[src/rtl/cvxif_copro_pkg.sv]
// Shared types for the CV-X-IF reference coprocessor:
// custom-3 decode constants, op/state enums and queue entry metadata.
package cvxif_copro_pkg;

    localparam logic [6:0] OPC_CUSTOM3 = 7'b1111011;
    localparam logic [6:0] F7_BASE     = 7'b0000000;
    localparam logic [2:0] F3_ADD      = 3'b000;
    localparam logic [2:0] F3_XOR      = 3'b001;
    localparam logic [2:0] F3_SLL      = 3'b010;
    localparam logic [2:0] F3_NOP      = 3'b011;

    typedef enum logic [1:0] {
        OP_ADD,
        OP_XOR,
        OP_SLL,
        OP_NOP
    } op_e;

    typedef struct packed {
        op_e        op;
        logic [4:0] rd;
        logic       committed;
        logic       killed;
    } entry_meta_t;

    typedef enum logic [1:0] {
        S_IDLE,
        S_EXEC,
        S_RESP
    } state_e;

    function automatic logic needs_rs(input op_e op);
        return op != OP_NOP;
    endfunction

endpackage

[src/rtl/cvxif_copro_queue.sv]
// In-order circular buffer of offloaded instructions.
// Entries are marked committed/killed by ID and popped from the head.
module cvxif_copro_queue
    import cvxif_copro_pkg::*;
#(
    parameter int unsigned XLEN     = 32,
    parameter int unsigned ID_WIDTH = 2,
    parameter int unsigned DEPTH    = 4
) (
    input  logic                clk_i,
    input  logic                rst_ni,
    input  logic                push_i,
    input  logic [ID_WIDTH-1:0] push_id_i,
    input  entry_meta_t         push_meta_i,
    input  logic [XLEN-1:0]     push_rs1_i,
    input  logic [XLEN-1:0]     push_rs2_i,
    output logic                full_o,
    input  logic                commit_valid_i,
    input  logic [ID_WIDTH-1:0] commit_id_i,
    input  logic                commit_kill_i,
    input  logic                pop_i,
    output logic                head_valid_o,
    output logic [ID_WIDTH-1:0] head_id_o,
    output entry_meta_t         head_meta_o,
    output logic [XLEN-1:0]     head_rs1_o,
    output logic [XLEN-1:0]     head_rs2_o
);

    localparam int unsigned PW = $clog2(DEPTH);

    logic [PW:0]         wr_q;
    logic [PW:0]         rd_q;
    logic [DEPTH-1:0]    valid_q;
    entry_meta_t         meta_q [DEPTH];
    logic [ID_WIDTH-1:0] id_q   [DEPTH];
    logic [XLEN-1:0]     rs1_q  [DEPTH];
    logic [XLEN-1:0]     rs2_q  [DEPTH];
    logic [PW-1:0]       wr_idx;
    logic [PW-1:0]       rd_idx;
    logic                dup_id;

    assign wr_idx       = wr_q[PW-1:0];
    assign rd_idx       = rd_q[PW-1:0];
    assign full_o       = (wr_q[PW] != rd_q[PW]) && (wr_idx == rd_idx);
    assign head_valid_o = valid_q[rd_idx];
    assign head_id_o    = id_q[rd_idx];
    assign head_meta_o  = meta_q[rd_idx];
    assign head_rs1_o   = rs1_q[rd_idx];
    assign head_rs2_o   = rs2_q[rd_idx];

    // A new entry is written after the commit scan, so a same-cycle
    // commit of its ID cannot mark it.
    always_ff @(posedge clk_i or negedge rst_ni) begin
        if (!rst_ni) begin
            wr_q    <= '0;
            rd_q    <= '0;
            valid_q <= '0;
            for (int i = 0; i < DEPTH; i++) begin
                meta_q[i] <= '0;
            end
        end else begin
            for (int i = 0; i < DEPTH; i++) begin
                if (commit_valid_i && valid_q[i] &&
                    id_q[i] == commit_id_i) begin
                    meta_q[i].committed <= 1'b1;
                    if (commit_kill_i) begin
                        meta_q[i].killed <= 1'b1;
                    end
                end
            end
            if (pop_i) begin
                valid_q[rd_idx] <= 1'b0;
                rd_q            <= rd_q + 1'b1;
            end
            if (push_i) begin
                valid_q[wr_idx] <= 1'b1;
                meta_q[wr_idx]  <= push_meta_i;
                wr_q            <= wr_q + 1'b1;
            end
        end
    end

    always_ff @(posedge clk_i) begin
        if (push_i) begin
            id_q[wr_idx]  <= push_id_i;
            rs1_q[wr_idx] <= push_rs1_i;
            rs2_q[wr_idx] <= push_rs2_i;
        end
    end

    always_comb begin
        dup_id = 1'b0;
        for (int i = 0; i < DEPTH; i++) begin
            if (valid_q[i] && id_q[i] == push_id_i &&
                !(pop_i && PW'(i) == rd_idx)) begin
                dup_id = 1'b1;
            end
        end
    end

    a_no_dup_id: assert property (
        @(posedge clk_i) disable iff (!rst_ni) push_i |-> !dup_id
    );

endmodule

[src/rtl/cvxif_copro_responder.sv]
// CV-X-IF coprocessor responder: custom-3 decoder, in-order
// execution FSM with fixed latency and a held result handshake.
module cvxif_copro_responder
    import cvxif_copro_pkg::*;
#(
    parameter int unsigned XLEN     = 32,
    parameter int unsigned ID_WIDTH = 2,
    parameter int unsigned DEPTH    = 4,
    parameter int unsigned EXEC_LAT = 2
) (
    input  logic                clk_i,
    input  logic                rst_ni,
    input  logic                x_issue_valid_i,
    output logic                x_issue_ready_o,
    input  logic [31:0]         x_issue_instr_i,
    input  logic [ID_WIDTH-1:0] x_issue_id_i,
    input  logic [XLEN-1:0]     x_issue_rs1_i,
    input  logic [XLEN-1:0]     x_issue_rs2_i,
    input  logic [1:0]          x_issue_rs_valid_i,
    output logic                x_issue_accept_o,
    output logic                x_issue_writeback_o,
    input  logic                x_commit_valid_i,
    input  logic [ID_WIDTH-1:0] x_commit_id_i,
    input  logic                x_commit_kill_i,
    output logic                x_result_valid_o,
    input  logic                x_result_ready_i,
    output logic [ID_WIDTH-1:0] x_result_id_o,
    output logic [XLEN-1:0]     x_result_data_o,
    output logic [4:0]          x_result_rd_o,
    output logic                x_result_we_o
);

    localparam int unsigned CW = (EXEC_LAT > 1) ? $clog2(EXEC_LAT) : 1;

    logic                dec_legal;
    op_e                 dec_op;
    logic [2:0]          f3;
    logic                accept_w;
    logic                push;
    logic                pop;
    logic                q_full;
    entry_meta_t         push_meta;
    logic                head_valid;
    logic [ID_WIDTH-1:0] head_id;
    entry_meta_t         head_meta;
    logic [XLEN-1:0]     head_rs1;
    logic [XLEN-1:0]     head_rs2;
    logic [XLEN-1:0]     alu;
    logic                unused_ok;

    state_e              state_q, state_d;
    logic [CW-1:0]       cnt_q, cnt_d;
    logic [ID_WIDTH-1:0] res_id_q, res_id_d;
    logic [XLEN-1:0]     res_data_q, res_data_d;
    logic [4:0]          res_rd_q, res_rd_d;
    logic                res_we_q, res_we_d;

    assign f3        = x_issue_instr_i[14:12];
    assign unused_ok = ^x_issue_instr_i[24:15];

    always_comb begin
        dec_legal = 1'b0;
        dec_op    = OP_NOP;
        if (x_issue_instr_i[6:0] == OPC_CUSTOM3 &&
            x_issue_instr_i[31:25] == F7_BASE) begin
            unique case (1'b1)
                f3 == F3_ADD: begin dec_legal = 1'b1; dec_op = OP_ADD; end
                f3 == F3_XOR: begin dec_legal = 1'b1; dec_op = OP_XOR; end
                f3 == F3_SLL: begin dec_legal = 1'b1; dec_op = OP_SLL; end
                f3 == F3_NOP: begin dec_legal = 1'b1; dec_op = OP_NOP; end
                default: ;
            endcase
        end
    end

    assign accept_w = dec_legal &&
                      (!needs_rs(dec_op) || (&x_issue_rs_valid_i));
    assign x_issue_ready_o     = !q_full;
    assign push                = x_issue_valid_i && x_issue_ready_o && accept_w;
    assign x_issue_accept_o    = push;
    assign x_issue_writeback_o = push && (dec_op != OP_NOP);

    assign push_meta = '{op: dec_op, rd: x_issue_instr_i[11:7],
                         committed: 1'b0, killed: 1'b0};

    cvxif_copro_queue #(
        .XLEN     (XLEN),
        .ID_WIDTH (ID_WIDTH),
        .DEPTH    (DEPTH)
    ) u_queue (
        .clk_i          (clk_i),
        .rst_ni         (rst_ni),
        .push_i         (push),
        .push_id_i      (x_issue_id_i),
        .push_meta_i    (push_meta),
        .push_rs1_i     (x_issue_rs1_i),
        .push_rs2_i     (x_issue_rs2_i),
        .full_o         (q_full),
        .commit_valid_i (x_commit_valid_i),
        .commit_id_i    (x_commit_id_i),
        .commit_kill_i  (x_commit_kill_i),
        .pop_i          (pop),
        .head_valid_o   (head_valid),
        .head_id_o      (head_id),
        .head_meta_o    (head_meta),
        .head_rs1_o     (head_rs1),
        .head_rs2_o     (head_rs2)
    );

    always_comb begin
        unique case (head_meta.op)
            OP_ADD:  alu = head_rs1 + head_rs2;
            OP_XOR:  alu = head_rs1 ^ head_rs2;
            OP_SLL:  alu = head_rs1 << head_rs2[4:0];
            default: alu = '0;
        endcase
    end

    always_comb begin
        state_d    = state_q;
        cnt_d      = cnt_q;
        res_id_d   = res_id_q;
        res_data_d = res_data_q;
        res_rd_d   = res_rd_q;
        res_we_d   = res_we_q;
        pop        = 1'b0;
        unique case (state_q)
            S_IDLE: begin
                if (head_valid && head_meta.committed) begin
                    if (head_meta.killed || head_meta.op == OP_NOP) begin
                        pop = 1'b1;
                    end else begin
                        state_d = S_EXEC;
                        cnt_d   = CW'(EXEC_LAT - 1);
                    end
                end
            end
            S_EXEC: begin
                if (cnt_q == '0) begin
                    state_d    = S_RESP;
                    res_id_d   = head_id;
                    res_data_d = alu;
                    res_rd_d   = head_meta.rd;
                    res_we_d   = head_meta.op != OP_NOP;
                end else begin
                    cnt_d = cnt_q - CW'(1);
                end
            end
            S_RESP: begin
                if (x_result_ready_i) begin
                    pop     = 1'b1;
                    state_d = S_IDLE;
                end
            end
            default: state_d = S_IDLE;
        endcase
    end

    always_ff @(posedge clk_i or negedge rst_ni) begin
        if (!rst_ni) begin
            state_q    <= S_IDLE;
            cnt_q      <= '0;
            res_id_q   <= '0;
            res_data_q <= '0;
            res_rd_q   <= '0;
            res_we_q   <= 1'b0;
        end else begin
            state_q    <= state_d;
            cnt_q      <= cnt_d;
            res_id_q   <= res_id_d;
            res_data_q <= res_data_d;
            res_rd_q   <= res_rd_d;
            res_we_q   <= res_we_d;
        end
    end

    assign x_result_valid_o = (state_q == S_RESP);
    assign x_result_id_o    = res_id_q;
    assign x_result_data_o  = res_data_q;
    assign x_result_rd_o    = res_rd_q;
    assign x_result_we_o    = res_we_q;

endmodule

[config.mk]
export PLATFORM = sky130hd
export DESIGN_NAME = cvxif_copro_responder
export DESIGN_NICKNAME = d
export VERILOG_FILES = /design/src/rtl/cvxif_copro_pkg.sv /design/src/rtl/cvxif_copro_queue.sv /design/src/rtl/cvxif_copro_responder.sv
export SDC_FILE = /design/constraint.sdc
export NUM_CORES = 1
export LEC_CHECK = 0
export ABC_AREA = 1
export CORE_ASPECT_RATIO = 0.7
export CORE_MARGIN = 2
export CORE_UTILIZATION = 36
export DETAILED_ROUTE_END_ITERATION = 8
export GPL_TIMING_DRIVEN = 0
export PLACE_DENSITY_LB_ADDON = 0.05
export SETUP_SLACK_MARGIN = 0.5
export SLEW_MARGIN = 15
export SYNTH_ARGS = -nofsm -noshare
export SYNTH_HDL_FRONTEND = slang
export SYNTH_SLANG_ARGS = --single-unit
[constraint.sdc]
create_clock -name clk_i -period 7.29 [get_ports clk_i]
set_input_delay 1.8225 -clock clk_i [delete_from_list [all_inputs] [get_ports clk_i]]
set_output_delay 1.8225 -clock clk_i [all_outputs]
set_load 0.005 [all_outputs]
==> out/summary.txt <==
Chip Width -> 273.4 um
Net Count, Synth -> 2271
Seq/Total Area, Yosys -> 55.52%
dpl hpwl -> 48.44 mm
clock root cell -> clkbuf_16
Setup TNS -> 0 ps
Core Rows -> 69
relative slew slack -> 25.57%
Power Total -> 11420 uW
power share of the combinational group -> 62.1%
Place WS -> 1482 ps
Post-synth top flop -> edfxtp_1
pwr dens -> 519.8 mW/mm^2
WL final -> 63.49 mm
reg2reg path depth -> 22
EDFF count, synth -> 264
Die ar. -> 0.05265 mm^2
status -> finished, final reports clean
maxcap violations -> 0
crit-path max FO -> 7
Slew @ Worst Pin -> 1116 ps
switching part of the total -> 51.59%
share of the synthesized area in the top cell type -> 43.35%
hold_sp -> cnt_q
Vias/cell -> 5.198
Worst Setup Start Kind -> input port
sequential power share -> 20.6%
Seq cells post-synth -> 353
Via Count -> 15642
final setup fails -> 0
Pleak -> 0.009363 uW
Yosys warnings -> 0
Worst R2R Setup Slack -> 1590 ps
placed cell areas -> 0.02072 mm^2
PortBufs -> 141
count leader, synth -> nand2_1
Layout Skew -> 16.20 ps
gr ovfl total -> 0
Clock Power Share -> 17.2%
first-pass GRT wire length -> 94.74 mm
async set or reset register ratio after synthesis -> 25.21%
Synth area leaders -> edfxtp_1 43%, nand2_1 15%, dfrtp_1 12%
Yosys top cell by area -> edfxtp_1
drt initial violations -> 1680
initial antenna violation count -> 3
Critical Path Source -> x_issue_instr_i[6]
CTS sink count -> 353
CTS H-tree lvls -> 2
average size of a mapped cell -> 8.619 um^2
Final min period -> 5781 ps
Reg2Reg Launch Point -> u_queue.rd_q[0]
P&R area growth vs syn -> 20.09%
HP Class -> flip-flop to flip-flop
worst skew pair latency -> 570 ps
max-slew violation count -> 0
post-placement cell count -> 2944
Fmax achieved -> 173.0 MHz
arrival time at the worst endpoint -> 3960 ps
Worst R2R End -> x_result_data_o[28]
Max Buffers Root-to-Sink -> 3
NetSw -> 5889 uW
post-synth cell types -> 42
core area -> 0.05042 mm^2
mapped cell area -> 0.01829 mm^2
largest net degree at the start of global routing -> 51
gpl congestion -> 0.9538
top cells by count, synth -> 741 x nand2_1, 281 x nand3_1, 264 x edfxtp_1
crit end category -> output pin
clock transition at the registers of the reported paths -> 60 ps
die height -> 192.6 um
n_diodes -> 0
Synth Instances -> 2122
drc violations -> 0
layout cells sized above 1 -> 6.681%
vias in the first global route -> 14566
PostCTS Resize Cnt -> 0
cts hold-fix bufs -> 0
GRT Total Usage -> 24.48%
Layout Nets -> 2458
internal power -> 5527 uW
starting density of the core -> 36.27%
DR WL/cell -> 21.10 um
Worst Setup EP -> x_issue_writeback_o
design area -> 0.02196 mm^2
number of hold violations in the final report -> 0
DRT Pass-1 Iters -> 6
fin crit share -> 79.30%
# IOs -> 152
Inserted Clock Buffers -> 37
Worst EP required -> 5470 ps
RSZ-0062 raised after global routing -> false
worst vdd ir -> 0.0001984 V
CP Class -> input port to output pin
CTS tree -> done
ANT nets after route -> 0
PnR worst setup slack -> 1509 ps
final non-filler cell total -> 3009
Post-CTS Setup Bufs -> 0
## layout by cell type, fill, tap and decap left out, drive strengths merged, types with 9 or more instances in the layout
master         count
o22ai             33
nand3            282
edfxtp           264
buf               71
inv              168
clkbuf            79
nor2             134
nand4             19
clkdlybuf4s50    140
dfrtp             89
a21oi             58
o21ai            143
clkinv             9
nand2            752
ha                40
## sequential cells by signal, indices dropped and copies added (netlist names), 3 cells and up
| register | flops |
|---|---|
| u_queue.rs1_q | 128 |
| u_queue.id_q | 8 |
| u_queue.meta_q | 36 |
| u_queue.rs2_q | 128 |
| u_queue.valid_q | 4 |
| u_queue.wr_q | 3 |
| u_queue.rd_q | 3 |
| x_result_rd_o | 5 |
| x_result_data_o | 32 |
## critical path, stage by stage
cell and delay (ps):
clkdlybuf4s50_1 450, inv_1 40, nor4_1 320, nand2_1 130
or2_2 300, nand2_1 100, nand2_1 60, nand2_2 110
inv_2 90, nand2_1 70, inv_1 30, clkdlybuf4s50_1 440
## stage by stage
| stage | util [%] | hold WS [ps] |
|---|---|---|
| 3_5_place_dp | 41.10 | 463.1 |
| 5_1_grt | 43.56 | 497.0 |
| 4_1_cts | 43.56 | 477.1 |
| 3_3_place_gp | 40.75 | 456.6 |
| 2_1_floorplan | - | 445.4 |
| 6_report | 43.56 | 477.4 |
## per-layer routing
| layer | part of all wire [%] | routed length (um) | vias to the layer above | global-route usage, % |
|---|---|---|---|---|
| li1 | - | - | 7501 | - |
| met1 | 49 | 31410 | 7522 | 37.42 |
| met2 | 40 | 25350 | 531 | 34.06 |
| met3 | 7.9 | 5031 | 88 | 5.612 |
| met4 | 2.7 | 1697 | 0 | 7.083 |
| met5 | 0 | 0 | - | 0 |
## final cells by class
type | instances | area [um^2]
plain buffers | 96 | 499.2
repair buffers | 148 | 1579
inverters | 165 | 626.9
well taps | 674 | 843.3
fillers | 4991 | 28460
clock buffers | 46 | 969.7
clock inverters | 19 | 269.0
multi-input cells | 1508 | 7020
flip-flops and latches | 353 | 10150
## power by group through the flow
| stage | sequential [uW] | combinational [uW] | clock [uW] |
|---|---|---|---|
| after floorplan | 2390 | 4280 | 0 |
| after global placement | 2390 | 6910 | 0 |
| after detailed placement | 2400 | 6890 | 0 |
| after CTS | 2360 | 6920 | 2010 |
| after global routing | 2370 | 7790 | 2090 |
| final | 2350 | 7090 | 1970 |
## cell families after synthesis
| family | count (synthesis) | synth area share (%) |
|---|---|---|
| compound gates | 252 | 7.601 |
| xor+xnor | 8 | 0.3831 |
| fa+ha+maj | 41 | 2.846 |
| buf+inv | 261 | 6.116 |
| flops | 353 | 55.52 |
| simple gates | 1207 | 27.53 |
## how the worst min path moves through the flow
| stage | end | cells after the start |
|---|---|---|
| 2_1_floorplan | state_q[0] | 2 |
| 3_3_place_gp | state_q[0] | 2 |
| 3_5_place_dp | state_q[0] | 2 |
| 4_1_cts | state_q[0] | 2 |
| 5_1_grt | u_queue.wr_q[2] | 1 |
| 6_report | state_q[0] | 2 |
No activity file was read; power rests on OpenSTA's default activity.
